==> config.mk <==
export PLATFORM = sky130hd
export DESIGN_NAME = comparador_serial
export DESIGN_NICKNAME = d
export VERILOG_FILES = /design/src/rtl/comparador_pkg.sv /design/src/rtl/celda_serial.sv /design/src/rtl/comparador_serial.sv
export SDC_FILE = /design/constraint.sdc
export NUM_CORES = 1
export LEC_CHECK = 0
export BUFFER_PORTS_ARGS = -buffer_cell sky130_fd_sc_hd__buf_2
export CORE_MARGIN = 4
export CORE_UTILIZATION = 57
export CTS_BUF_LIST = sky130_fd_sc_hd__clkbuf_16
export DETAILED_ROUTE_END_ITERATION = 16
export GPL_ROUTABILITY_DRIVEN = 0
export PLACE_DENSITY = 0.82
export SYNTH_ARGS = -nofsm -noshare
export SYNTH_HDL_FRONTEND = slang
export SYNTH_HIERARCHICAL = 1
export SYNTH_SLANG_ARGS = --single-unit
==> constraint.sdc <==
create_clock -name clk -period 2.3 [get_ports clk]
set_input_delay 0.23 -clock clk [delete_from_list [all_inputs] [get_ports clk]]
set_output_delay 0.23 -clock clk [all_outputs]
set_load 0.02 [all_outputs]
==> src/rtl/comparador_pkg.sv <==
// -----------------------------------------------------------------------------
// comparador_pkg
// Shared definitions for the bit-serial magnitude comparator:
//   - FSM state encoding (IDLE / RUN / DONE)
//   - two-bit present-state result codes carried from cell to cell
//   - small helper used when deciding whether a comparison is settled
// -----------------------------------------------------------------------------
package comparador_pkg;

   typedef enum logic [1:0] {
      ST_IDLE = 2'd0,
      ST_RUN  = 2'd1,
      ST_DONE = 2'd2
   } state_t;

   // Present-state codes; RES_EQ must stay all-zero so a cleared register
   // reads as "no difference seen yet".
   localparam logic [1:0] RES_EQ = 2'b00;
   localparam logic [1:0] RES_GT = 2'b01;
   localparam logic [1:0] RES_LT = 2'b10;

   // True once a present-state code carries a strict ordering.
   function automatic logic res_decided(input logic [1:0] p);
      logic r;
      if (p != RES_EQ) begin
         r = 1'b1;
      end else begin
         r = 1'b0;
      end
      return r;
   endfunction

endpackage : comparador_pkg

==> src/rtl/celda_serial.sv <==
// -----------------------------------------------------------------------------
// celda_serial
// Purely combinational comparator bit-cell.
// Ports:
//   p          [1:0] present state (RES_EQ / RES_GT / RES_LT)
//   a, b             operand bits of the current position
//   lock_first       1: first difference locks the result (MSB-first scan)
//                    0: every difference overrides (LSB-first scan)
//   p_next     [1:0] next present state
// -----------------------------------------------------------------------------
module celda_serial
   import comparador_pkg::*;
(
   input  logic [1:0] p,
   input  logic       a,
   input  logic       b,
   input  logic       lock_first,
   output logic [1:0] p_next
);

   logic differ_s;
   logic may_update_s;

   // A difference only counts if no earlier one has locked the result.
   always_comb begin
      differ_s     = a ^ b;
      may_update_s = 1'b0;
      if (lock_first) begin
         may_update_s = (p == RES_EQ) ? 1'b1 : 1'b0;
      end else begin
         may_update_s = 1'b1;
      end
   end

   // Cell rule: a differing bit pair sets the ordering by the A bit.
   always_comb begin
      p_next = p;
      if (differ_s && may_update_s) begin
         p_next = a ? RES_GT : RES_LT;
      end else begin
         p_next = p;
      end
   end

endmodule : celda_serial

==> src/rtl/comparador_serial.sv <==
// -----------------------------------------------------------------------------
// comparador_serial
// Bit-serial magnitude comparator: one bit pair per clock, scanning either
// LSB-first (MSB_FIRST = 0) or MSB-first (MSB_FIRST = 1).
// Optional macro COMPARADOR_EARLY_EXIT_EN: with MSB_FIRST = 1 the run ends
// on the first differing bit; it has no effect for LSB-first scans.
// Ports:
//   clk              rising-edge clock
//   rst              synchronous active-high reset
//   start            request; accepted only in IDLE
//   A, B     [N-1:0] operands, captured on the accepted start edge
//   busy             high while bits are being consumed
//   done             one-cycle pulse when gt/eq/lt/Z become valid
//   gt, eq, lt       three-way result (one-hot while valid)
//   Z                A >= B
// -----------------------------------------------------------------------------
module comparador_serial
   import comparador_pkg::*;
#(
   parameter int N         = 8,
   parameter int MSB_FIRST = 0
) (
   input  logic         clk,
   input  logic         rst,
   input  logic         start,
   input  logic [N-1:0] A,
   input  logic [N-1:0] B,
   output logic         busy,
   output logic         done,
   output logic         gt,
   output logic         eq,
   output logic         lt,
   output logic         Z
);

   localparam int            CW        = $clog2(N) + 1;
   localparam logic [CW-1:0] CNT_LAST  = CW'(N - 1);
   localparam logic [CW-1:0] CNT_MAX   = CW'(N);
   localparam logic          LOCK_MODE = (MSB_FIRST != 0) ? 1'b1 : 1'b0;

   state_t        state_r;
   state_t        state_next_s;
   logic [N-1:0]  a_sh_r;
   logic [N-1:0]  b_sh_r;
   logic [N-1:0]  a_shift_s;
   logic [N-1:0]  b_shift_s;
   logic [1:0]    p_r;
   logic [1:0]    p_next_s;
   logic [CW-1:0] cnt_r;
   logic          a_bit_s;
   logic          b_bit_s;
   logic          last_bit_s;
   logic          early_s;
   logic          finish_s;
   logic          accept_s;
   logic          busy_r;
   logic          done_r;
   logic          gt_r;
   logic          eq_r;
   logic          lt_r;
   logic          z_r;

   celda_serial u_celda (
      .p          (p_r),
      .a          (a_bit_s),
      .b          (b_bit_s),
      .lock_first (LOCK_MODE),
      .p_next     (p_next_s)
   );

   // Pick the bit pair at the scan end and prepare the shifted operands.
   always_comb begin
      a_bit_s   = 1'b0;
      b_bit_s   = 1'b0;
      a_shift_s = a_sh_r;
      b_shift_s = b_sh_r;
      if (LOCK_MODE) begin
         a_bit_s   = a_sh_r[N-1];
         b_bit_s   = b_sh_r[N-1];
         a_shift_s = {a_sh_r[N-2:0], 1'b0};
         b_shift_s = {b_sh_r[N-2:0], 1'b0};
      end else begin
         a_bit_s   = a_sh_r[0];
         b_bit_s   = b_sh_r[0];
         a_shift_s = {1'b0, a_sh_r[N-1:1]};
         b_shift_s = {1'b0, b_sh_r[N-1:1]};
      end
   end

`ifdef COMPARADOR_EARLY_EXIT_EN
   // MSB-first: once the ordering is locked the remaining bits cannot change it.
   always_comb begin
      if (LOCK_MODE && res_decided(p_next_s)) begin
         early_s = 1'b1;
      end else begin
         early_s = 1'b0;
      end
   end
`else
   assign early_s = 1'b0;
`endif

   // Run-termination and start-acceptance conditions.
   always_comb begin
      last_bit_s = (cnt_r == CNT_LAST) ? 1'b1 : 1'b0;
      finish_s   = (state_r == ST_RUN) && (last_bit_s || early_s);
      accept_s   = (state_r == ST_IDLE) && start;
   end

   // FSM state register.
   always_ff @(posedge clk) begin
      if (rst) begin
         state_r <= ST_IDLE;
      end else begin
         state_r <= state_next_s;
      end
   end

   // FSM next-state logic.
   always_comb begin
      state_next_s = state_r;
      case (state_r)
         ST_IDLE: begin
            if (start) begin
               state_next_s = ST_RUN;
            end else begin
               state_next_s = ST_IDLE;
            end
         end
         ST_RUN: begin
            if (finish_s) begin
               state_next_s = ST_DONE;
            end else begin
               state_next_s = ST_RUN;
            end
         end
         ST_DONE: begin
            state_next_s = ST_IDLE;
         end
         default: begin
            state_next_s = ST_IDLE;
         end
      endcase
   end

   // Datapath: operand shift registers, present state and bit counter.
   always_ff @(posedge clk) begin
      if (rst) begin
         a_sh_r <= '0;
         b_sh_r <= '0;
         p_r    <= RES_EQ;
         cnt_r  <= '0;
      end else begin
         case (state_r)
            ST_IDLE: begin
               if (start) begin
                  a_sh_r <= A;
                  b_sh_r <= B;
                  p_r    <= RES_EQ;
                  cnt_r  <= '0;
               end else begin
                  a_sh_r <= a_sh_r;
                  b_sh_r <= b_sh_r;
                  p_r    <= p_r;
                  cnt_r  <= cnt_r;
               end
            end
            ST_RUN: begin
               a_sh_r <= a_shift_s;
               b_sh_r <= b_shift_s;
               p_r    <= p_next_s;
               // Saturate at N; the counter never wraps.
               if (cnt_r != CNT_MAX) begin
                  cnt_r <= cnt_r + CW'(1);
               end else begin
                  cnt_r <= cnt_r;
               end
            end
            default: begin
               a_sh_r <= a_sh_r;
               b_sh_r <= b_sh_r;
               p_r    <= p_r;
               cnt_r  <= cnt_r;
            end
         endcase
      end
   end

   // Registered handshake and result outputs.
   always_ff @(posedge clk) begin
      if (rst) begin
         busy_r <= 1'b0;
         done_r <= 1'b0;
         gt_r   <= 1'b0;
         eq_r   <= 1'b0;
         lt_r   <= 1'b0;
         z_r    <= 1'b0;
      end else begin
         busy_r <= (state_next_s == ST_RUN) ? 1'b1 : 1'b0;
         done_r <= finish_s;
         if (accept_s) begin
            // A new comparison invalidates the previous result.
            gt_r <= 1'b0;
            eq_r <= 1'b0;
            lt_r <= 1'b0;
            z_r  <= 1'b0;
         end else if (finish_s) begin
            gt_r <= (p_next_s == RES_GT) ? 1'b1 : 1'b0;
            eq_r <= (p_next_s == RES_EQ) ? 1'b1 : 1'b0;
            lt_r <= (p_next_s == RES_LT) ? 1'b1 : 1'b0;
            z_r  <= (p_next_s != RES_LT) ? 1'b1 : 1'b0;
         end else begin
            gt_r <= gt_r;
            eq_r <= eq_r;
            lt_r <= lt_r;
            z_r  <= z_r;
         end
      end
   end

   assign busy = busy_r;
   assign done = done_r;
   assign gt   = gt_r;
   assign eq   = eq_r;
   assign lt   = lt_r;
   assign Z    = z_r;

endmodule : comparador_serial

; After elaboration in Yosys (flattened, before gate mapping)
; Index checks and enable logic that the tools add are counted.
[totals]
out_inout_bits = 6
wordCells = 50
ff_bits = 30
mem_bits_ro = 0
ramBits = 0
latch_bits = 0
memories = 0
[classes]
n_eq_ne = 9
magnitude_cmp = 0
muxes = 20
reduce_logical = 8
n_shift = 0
multipliers = 0
div = 0
addsub = 1
bitwise_logic = 1
[op_table]
columns = cell, n
row1 = $pmux 8 s2, 2
row2 = $mux 8, 2
row3 = $mux 2, 4
row4 = $mux 4, 2
row5 = $pmux 2 s2, 2
row6 = $pmux 4 s2, 1
row7 = $mux 1, 7
row8 = $eq 2x1->1 const B, 3
row9 = $add 4x1->4 const B, 1
row10 = $eq 4x3->1 const B, 1
row11 = $logic_not 2->1, 2
row12 = $ne 2x2->1 const B, 2
row13 = $ne 4x4->1 const B, 1
row14 = $reduce_and 3->1, 1
row15 = $eq 2x2->1 const B, 1
row16 = $logic_and 1x1->1, 2
row17 = $ne 2x1->1 const B, 1
row18 = $reduce_and 2->1, 1
row19 = $reduce_bool 2->1, 1
row20 = $reduce_or 2->1, 1
row21 = $xor 1x1->1, 1

; Logic depth before layout (Yosys ltp)
[depth]
ltp_word = 7
mapped_depth = 5
mapped_depth_nobuf = 5

; Modules after synthesis
; The synthesis kept the hierarchy.
[modules_own_cells]
columns = module, cells_each, area_per_inst_um2, n_inst
row1 = comparador_serial, 138, 1233.7, 1
row2 = celda_serial, 9, 42.5, 1

; Worst setup path before layout
; OpenSTA, ideal clock, no wires.
[synth_timing]
path_type = register -> register
startpoint = reg cnt_r[0]
endpoint = reg z_r, in the netlist Z
path_stages_with_launch = 5
setup_ns = 0.116
arrival_ns = 1.390
period_less_slack_ns = 1.506
path_slack_ns = 0.794
cell_sequence = dfxtp_1 -> ha_1 -> nand4b_2 -> or4b_1 -> and3b_1
[synth_between]
elab_chain_len = 3
[synth_rtl]
columns = element, line_no
row1 = start: declaration, comparador_serial.sv:49  ; logic [CW-1:0] cnt_r;
row2 = start signal: assignment, comparador_serial.sv:165  ; cnt_r <= cnt_r;
row3 = start signal: assignment, comparador_serial.sv:174  ; cnt_r <= cnt_r + CW'(1);
row4 = start signal: assignment, comparador_serial.sv:176  ; cnt_r <= cnt_r;
row5 = $eq 4x3->1, comparador_serial.sv:105  ; last_bit_s = (cnt_r == CNT_LAST) ? 1'b1 : 1'b0;
row6 = $mux 1, comparador_serial.sv:105
row7 = $logic_and 1x1->1, comparador_serial.sv:106  ; finish_s = (state_r == ST_RUN) && (last_bit_s || early_s);
row8 = end signal: assignment, comparador_serial.sv:211  ; z_r <= (p_next_s != RES_LT) ? 1'b1 : 1'b0;
row9 = end signal: assignment, comparador_serial.sv:216  ; z_r <= z_r;
row10 = end: declaration, comparador_serial.sv:61  ; logic z_r;
; Every way passes these cells.
; A chain may end at the register's enable or synchronous reset.

; Worst setup path in the final report
; Same ends and word-level chain as after synthesis.

==> impl_metrics.tcl <==
set metrics [dict create \
    ys_top_cells_by_area "dfxtp_1 45%, a211oi_1 8.2%, nor2_1 7.6%" \
    yosysSeqAreaShare 0.4549 \
    crit_start "cnt_r[0]$_SDFFE_PP0P_" \
    first_iter_violations 34 \
    power.density_nw_per_um2 821.6 \
    worstPathArrival_ns 1.86 \
    synth_cells 147 \
    cts_post_setup_buffers_inserted 0 \
    p_seq_frac 0.441 \
    critPathLaunchType "flop" \
    path_class "reg -> reg" \
    clockBufferDepth 2 \
    hpwl_um 1943 \
    drive_above_1_share 0.1977 \
    synthXorXnorAreaFrac 0 \
    via_per_inst 5.920 \
    clockRootBuffer "clkbuf_16" \
    synth-edff-count 0 \
    fin_area_um2 1534 \
    synth_area_um2 1276 \
    ios 25 \
    ant_nets 0 \
    yosys.area.top_type "dfxtp_1" \
    antenna_found_initial 0 \
    fin_nets 193 \
    cp.required_ns 2.46 \
    dpl_cell_area_um2 1401 \
    leakage_nw 0.6371 \
    clk_pin_slew_worst_paths_ns 0.04 \
    rsz0062_at_grt "no" \
    cts_tree "done" \
    synthMuxAreaShare 0 \
    finClkSkew_ns 0.002763 \
    swShare 0.2301 \
    finalHoldViolCount 0 \
    min_period_over_period 0.7407 \
    fin_setup_tns_ns 0 \
    cts_made_buffers 5 \
    fill_cells 162 \
    hold_slack_ns 0.2024 \
    slew_headroom 0.5799 \
    ys.flop_type "dfxtp_1" \
    p_comb_frac 0.097 \
    grt_pass1_vias 1122 \
    floorplan.initialDensity 0.6250 \
    postCtsHoldBufs 0 \
    fin_crit_ns 1.704 \
    synth_top_area_share 0.4549 \
    clk_latency_ns 0.27 \
    die_h_um 55.32 \
    status "finished, final reports clean" \
    synth_cell_types 31 \
    core-area_um2 2042 \
    cts.sinks 29 \
    fmax_mhz 587.0 \
    htreeDepth 2 \
    p_int_w 0.0009704 \
    cts.repair.resized 0 \
    synth_top_family_by_area "compound AO/OA/AOI/OAI gates" \
    cp_max_fo 9 \
    slowest_stage "or4b_1" \
    grt_usage 0.2028 \
    worst_pin_slew_ns 0.6289 \
    finalMaxSlewViolations 0 \
    postRouteWirelength_um 2953 \
    slowest_delay_ns 0.55 \
    die_area_um2 3060 \
    synth-seq-cells 29 \
    p_sw_w 0.0002899 \
    dr_total_vias 1178 \
    hp-class "in -> reg" \
    diodes 0 \
    drc 0 \
    firstDrtPassIters 5 \
    grt-ovfl-total 0 \
    row_count 16 \
    clkPwrFrac 0.462 \
    synth.avg_cell_area_um2 8.682 \
    r2r_start "cnt_r[0]$_SDFFE_PP0P_" \
    synth-compound-area-share 0.2804 \
    critical_path.cell_chain "ha_1, nand4b_2, or4b_1, and3b_1" \
    synth-simple-area-share 0.1990 \
    finalSetupViolCount 0 \
    synthArstFlopShare 0 \
    cpLargestDelayFamily "simple AND/OR/NAND/NOR gates" \
    avgRoutedWirePerCell_um 14.84 \
    drv_cap 0 \
    area_delta_synth_final_pct 20.20 \
    io_buffers 24 \
    grt_max_degree 27 \
    synth_fa_ha_area_frac 0.01961 \
    vdd_drop_max_uv 681.1 \
    path_buf_inv 0 \
    ys.warnings.count 6 \
    grt_pass1_wl_um 4988 \
    hp-start "A[7]" \
    die_w_um 55.32 \
    cp-end-kind "flop" \
]
cell families after synthesis:
family | after synthesis
other cells | 1
fa+ha+maj | 2
buf+inv | 13
simple gates | 48
compound gates | 54
flops | 29
cells in the mapped netlist (3+ instances only):
cell	count
dfxtp_1	29
nand3_1	4
a22oi_1	4
a211oi_1	14
clkbuf_1	4
o22ai_1	11
o21ai_0	7
a21oi_1	10
buf_2	5
o2bb2ai_1	3
nand2b_1	3
nor2_1	26
per-layer routing:
| metal | up-vias | wire length (µm) | part of all wire | GRT usage |
|---|---|---|---|---|
| met2 | 33 | 1437 | 0.49 | 0.3277 |
| li1 | 589 | - | - | - |
| met1 | 547 | 1329 | 0.45 | 0.2471 |
| met3 | 9 | 131 | 0.044 | 0.05361 |
| met5 | - | 0 | 0 | 0 |
| met4 | 0 | 55 | 0.019 | 0.1007 |
state kept, by name, summed over array words and instances (netlist names):
name and count:
a_sh_r 8, eq 1, state_r 1, lt 1, gt 1, p_r 2, cnt_r 4, done 1
Z 1, busy 1, b_sh_r 8
cell type report:
cell class	count	area [µm²]	share of cell area
Clock inverter	2	7.507	0.004894
Timing Repair Buffer	24	120.1	0.07830
Multi-Input combinational cell	108	651.9	0.4250
Tap cell	27	33.78	0.02202
Inverter	4	15.01	0.009788
Clock buffer	5	125.1	0.08157
Sequential cell	29	580.6	0.3785
final timing paths:
kind | endpoint | slack [ns] | cells after the start
worst max-delay path | Z$_SDFFE_PP0P_ | 0.60 | 4
worst max register to register | Z$_SDFFE_PP0P_ | 0.60 | 4
worst min-delay path | a_sh_r[7]$_SDFFE_PP0P_ | 0.20 | 3
worst min register to register | gt$_SDFFE_PP0P_ | 0.47 | 2
stage by stage:
step,util,std cells,total power (W),setup slack [ns]
2_1_floorplan,-,150,0.0006475,0.7944
4_1_cts,0.7512,199,0.001267,0.6164
3_5_place_dp,0.6863,192,0.0006844,0.6386
3_3_place_gp,0.6863,192,0.0006766,0.7285
5_1_grt,0.7512,199,0.001313,0.4855
6_report,0.7512,199,0.001260,0.5965
cell usage in the layout, fill, tap and decap left out:
| cell | instances |
|---|---|
| inv_1 | 3 |
| nor2_1 | 26 |
| o21ai_0 | 7 |
| buf_2 | 24 |
| or4b_1 | 2 |
| nand3_1 | 4 |
| or4_1 | 2 |
| o21ba_2 | 1 |
| nand2_1 | 2 |
| or2_2 | 1 |
| and2b_1 | 1 |
| a22oi_1 | 4 |
| o21bai_1 | 2 |
| a311oi_1 | 1 |
| nand3b_1 | 1 |
| a21oi_1 | 10 |
| clkinv_1 | 1 |
| dfxtp_1 | 29 |
| nor3_1 | 1 |
| o22ai_1 | 11 |
| clkbuf_16 | 5 |
| nand2b_1 | 3 |
| and3b_1 | 1 |
| ha_1 | 2 |
| nand4b_2 | 1 |
| inv_2 | 2 |
| o2bb2ai_1 | 3 |
| conb_1 | 4 |
| nor3b_1 | 2 |
| and4b_1 | 1 |
| a211oi_1 | 14 |
| a41oi_1 | 1 |
worst min-delay path: cells and delay by family:
| family | cells | cell delay (ns) |
|---|---|---|
| AO/OA/AOI/OAI | 1 | 0.05 |
| buffers and inverters | 1 | 0.08 |
| AND/OR/NAND/NOR | 1 | 0.07 |
power by group through the flow:
stage	combinational, W	clock (W)	sequential [W]
floorplan	0.0000891	0	0.000558
global placement	0.000114	0	0.000562
detailed placement	0.000120	0	0.000564
CTS	0.000121	0.000590	0.000555
global route	0.000137	0.000617	0.000558
finish	0.000122	0.000582	0.000556
Note: power is estimated with default switching activity, not from simulation.
